`src/rtl/gf_mul_seq.sv`:
```
`timescale 1ns/1ps
// gf_mul_seq: sequential GF(2^8) multiplier, reduction polynomial 0x11B.
//
// The block uses shift-and-add. Each RUN cycle consumes one multiplier bit,
// LSB first. When that bit is set, a_reg is XORed into the accumulator.
// a_reg is then multiplied by x (xtime) and b_reg is shifted right.
//
// Handshake rules, for both sides of the block:
//   A transfer happens on a rising edge where valid and ready are both high.
//   Input side (in_valid_i/in_ready_o): ready only in IDLE. Operands are
//   sampled once, on the accepting edge.
//   Output side (out_valid_o/out_ready_i): valid only in DONE. p_o stays
//   stable until the consumer accepts it. After the accept the block spends
//   at least one cycle in IDLE before it takes new operands.
//
// Configuration macro:
//   GF_MUL_EARLY_EXIT_EN  leave RUN as soon as the remaining multiplier
//                         bits are all zero. The product is the same as
//                         in the default build; only the latency changes.
//
// Ports:
//   clk_i        clock, rising edge
//   rst_ni       asynchronous active-low reset
//   a_i, b_i     8-bit operands
//   in_valid_i   operands valid
//   in_ready_o   block can accept operands (IDLE)
//   p_o          product (equals the accumulator in every state)
//   out_valid_o  p_o valid (DONE)
//   out_ready_i  consumer accepts p_o
//   busy_o       high in RUN or DONE
module gf_mul_seq (
  input  logic       clk_i,
  input  logic       rst_ni,
  input  logic [7:0] a_i,
  input  logic [7:0] b_i,
  input  logic       in_valid_i,
  output logic       in_ready_o,
  output logic [7:0] p_o,
  output logic       out_valid_o,
  input  logic       out_ready_i,
  output logic       busy_o
);

  typedef enum logic [1:0] {
    ST_IDLE = 2'd0,
    ST_RUN  = 2'd1,
    ST_DONE = 2'd2
  } state_t;

  state_t     state_q, state_d;
  logic [7:0] acc_q, acc_d;
  logic [7:0] a_q, a_d;
  logic [7:0] b_q, b_d;
  logic [3:0] cnt_q, cnt_d;
  logic [7:0] a_xtime;
  logic       run_last;

  gf_xtime u_xtime (
    .x_i (a_q),
    .y_o (a_xtime)
  );

  // The current RUN cycle is the final iteration.
`ifdef GF_MUL_EARLY_EXIT_EN
  // Stop when no set multiplier bits remain after this shift. The cnt test
  // is redundant; it is kept as a hard bound on the number of iterations.
  assign run_last = ((b_q >> 1) == 8'h00) || (cnt_q == 4'd7);
`else
  assign run_last = (cnt_q == 4'd7);
`endif

  // State register
  always_ff @(posedge clk_i or negedge rst_ni) begin
    if (!rst_ni) begin
      state_q <= ST_IDLE;
      acc_q   <= 8'h00;
      a_q     <= 8'h00;
      b_q     <= 8'h00;
      cnt_q   <= 4'd0;
    end else begin
      state_q <= state_d;
      acc_q   <= acc_d;
      a_q     <= a_d;
      b_q     <= b_d;
      cnt_q   <= cnt_d;
    end
  end

  // Next-state logic
  always_comb begin
    state_d = state_q;
    unique case (state_q)
      ST_IDLE: if (in_valid_i) state_d = ST_RUN;
      ST_RUN:  if (run_last)   state_d = ST_DONE;
      ST_DONE: if (out_ready_i) state_d = ST_IDLE;
      default: state_d = ST_IDLE;
    endcase
  end

  // Datapath next values
  always_comb begin
    acc_d = acc_q;
    a_d   = a_q;
    b_d   = b_q;
    cnt_d = cnt_q;
    unique case (state_q)
      ST_IDLE: begin
        if (in_valid_i) begin
          a_d   = a_i;
          b_d   = b_i;
          acc_d = 8'h00;
          cnt_d = 4'd0;
        end
      end
      ST_RUN: begin
        if (b_q[0]) acc_d = acc_q ^ a_q;
        a_d   = a_xtime;
        b_d   = b_q >> 1;
        cnt_d = cnt_q + 4'd1;
      end
      default: ;
    endcase
  end

  // Output logic
  always_comb begin
    in_ready_o  = (state_q == ST_IDLE);
    out_valid_o = (state_q == ST_DONE);
    busy_o      = (state_q != ST_IDLE);
    p_o         = acc_q;
  end

endmodule

// gf_xtime: multiply by x in GF(2^8) modulo 0x11B.
// Ports: x_i input byte, y_o = x_i * x.
module gf_xtime (
  input  logic [7:0] x_i,
  output logic [7:0] y_o
);
  // Shifting out bit 7 represents x^8, which reduces to 0x1B.
  assign y_o = {x_i[6:0], 1'b0} ^ (x_i[7] ? 8'h1B : 8'h00);
endmodule
```
`config.mk`:
```
export PLATFORM = sky130hd
export DESIGN_NAME = gf_mul_seq
export DESIGN_NICKNAME = d
export VERILOG_FILES = /design/src/rtl/gf_mul_seq.sv
export SDC_FILE = /design/constraint.sdc
export NUM_CORES = 1
export LEC_CHECK = 0
export ABC_AREA = 1
export ABC_CLOCK_PERIOD_IN_PS = 1400
export CORE_MARGIN = 2
export CORE_UTILIZATION = 40
export CTS_CLUSTER_DIAMETER = 50
export DETAILED_ROUTE_END_ITERATION = 7
export DONT_BUFFER_PORTS = 1
export PLACE_DENSITY = 0.57
export SYNTH_ARGS = -nofsm -noshare
export SYNTH_HDL_FRONTEND = slang
export SYNTH_HIERARCHICAL = 1
export SYNTH_SLANG_ARGS = --single-unit
export TNS_END_PERCENT = 100
```
`constraint.sdc`:
```
create_clock -name clk_i -period 1.4 [get_ports clk_i]
set_input_delay 0.28 -clock clk_i [delete_from_list [all_inputs] [get_ports clk_i]]
set_output_delay 0.28 -clock clk_i [all_outputs]
set_load 0.05 [all_outputs]
```
==> out/metrics.yaml <==
min_period_ns: 1.349
drive_gt1_share_pct: 16.06
routed_wl_um: 3637
dp.cells: 315
ys_ff_latch: 30
dpl_cell_area_sq_um: 1843
wl_per_cell_um: 11.16
grt_remaining_overflow: 0
tightest_slew_ns: 0.3537
antennaDiodeCount: 0
fin_cells: 326
clock_latency_ns: 0.28
cts_buffer_depth: 2
cp_data_arrival_time_ns: 1.07
grt_use_total_pct: 16.10
fmax_mhz: 741.3
grt_use_met1_pct: 21.45
fin_area_sq_um: 1977
cts.sinks: 30
timing.hold.ws_ns: 0.1362
start_kind: "flop"
powerDensity_nw_per_um2: 2563
start_util_pct: 40.97
io_buffers: 0
grt_use_met3_pct: 6.061
die_y_um: 70.32
rsz0062_at_grt: "false"
ioPinCount: 31
ir_worst_vdd_mv: 1.013
leakage_uw: 0.001143
clk_pin_slew_ns: 0.06
syn_area_sq_um: 1759
syn_avg_cell_area_sq_um: 6.766
crit_fanout: 5
grt_pass1_wl_um: 6147
drtPass1Iterations: 4
via_per_inst: 4.460
nFillCells: 449
syn-num-nets: 281
via_count: 1454
yosys_warnings: 6
critPathKind: "reg -> out"
tns_ns: 0
maxSlewViolCount: 0
cts_tree: "done"
grt_pass1_vias: 1298
root_buffer: "clkbuf_8"
ys_types: 21
place_congestion: 0.7656
required_ns: 1.12
period_share_pct: 96.35
die_w_um: 70.32
grt_max_degree: 31
fin_total_pwr_uw: 5067
clock_skew_ns: 0.001348
hold_class: "in -> reg"
syn_inst: 260
final_antenna_net_count: 0
finalNetCount: 295
antenna_found_initial: 0
setup_viol: 0
use_met2_pct: 24.42
drc_errors: 0
status: "finished clean"
ys_top_cells_by_area: "dfrtp_1 43%, nand2_1 33%, inv_1 5.3%"
htreeDepth: 2
max-cap-violations: 0
end_kind: "primary output"
synth_top_area_share_pct: 42.67
hold_violations: 0
cts_made_buffers: 5
die_area_sq_um: 4944
busiest_layer: "met2"
drt-initial-drc-count: 108
slew-limit-headroom_pct: 76.36
area_growth_pct: 12.38
coreArea_sq_um: 4294
row_count: 24
yosys.area.top_type: "dfrtp_1"
dp.final_hpwl_um: 2458
ys_seq_area_share_pct: 42.67
metrics by stage:
stage	setup WS, ns	util [%]
3_5_place_dp	0.1307	42.92
2_1_floorplan	0.07982	-
4_1_cts	0.01807	45.69
6_report	0.05110	46.04
5_1_grt	0.008575	46.04
3_3_place_gp	0.1437	42.92
logic make-up after synthesis:
logic type,after synthesis,synth area share (%)
fa+ha+maj,1,0.7111
flops,30,42.67
compound gates,9,3.343
buf+inv,41,12.73
simple gates,179,40.54
placed cells by master (no fill, tap or decap), types with 3 or more instances in the layout:
master and count:
inv_2 4, nand2_2 7, nand3_1 3, buf_4 13
nor2_1 11, o21ai_2 3, nand2_1 153, clkbuf_8 5
dfrtp_1 28, inv_1 24
synth_stat cells, drive strengths merged:
cell type and number:
a21oi 1, buf 11, dfrtp 30, ha 1, inv 30, nand2 161, nand3 3, nand4 1
nor2 14, o21ai 7, o21bai 1
worst max-delay path: stages, from the launching register on:
cell	delay (ns)
dfrtp_2	0.46
inv_4	0.09
nand2_1	0.09
buf_12	0.16
report_power, final:
group	internal, uW	switching (uW)
Combinational	962	1810
Clock	341	304
Sequential	1270	378
per-layer routing:
layer / up-vias / share of wire (%) / wire [um]
met2: 28 / 47 / 1700
met4: 0 / 0.66 / 24
met3: 2 / 4.8 / 173
met1: 639 / 48 / 1738
met5: - / 0 / 0
li1: 785 / - / -
layout make-up:
cell class                      instances  area [sq um]  share of cell area [%]
Multi-Input combinational cell        189         792.0                   40.06
Sequential cell                        30         753.2                   38.10
Timing Repair Buffer                   18         170.2                   8.608
Inverter                               30         120.1                   6.076
Clock buffer                            7         76.32                   3.861
Tap cell                               52         65.06                   3.291
path summary, 6_finish.rpt:
check                           startpoint  slack (ns)  depth (start not counted)          to
worst max register to register  state_q[1]        0.13                          8      a_q[2]
worst max-delay path            state_q[1]        0.05                          3      busy_o
worst min-delay path            in_valid_i        0.14                          2  state_q[0]
worst min register to register      b_q[1]        0.48                          2      b_q[1]
min in group asynchronous           rst_ni        0.44                          2      p_o[2]
max in group asynchronous           rst_ni        0.77                          2  state_q[0]
registers in the layout, summed over array words and instances (netlist names):
register	cells
cnt_q	4
p_o	8
b_q	8
state_q	2
a_q	8
repair_timing:
item	CTS	global route
hold buffers	2	0
setup buffers	1	1
setup endpoints to repair	3	2
endpoints found under the hold margin	30	0
resized for setup	3	3
(Power assumes the default switching activity.)
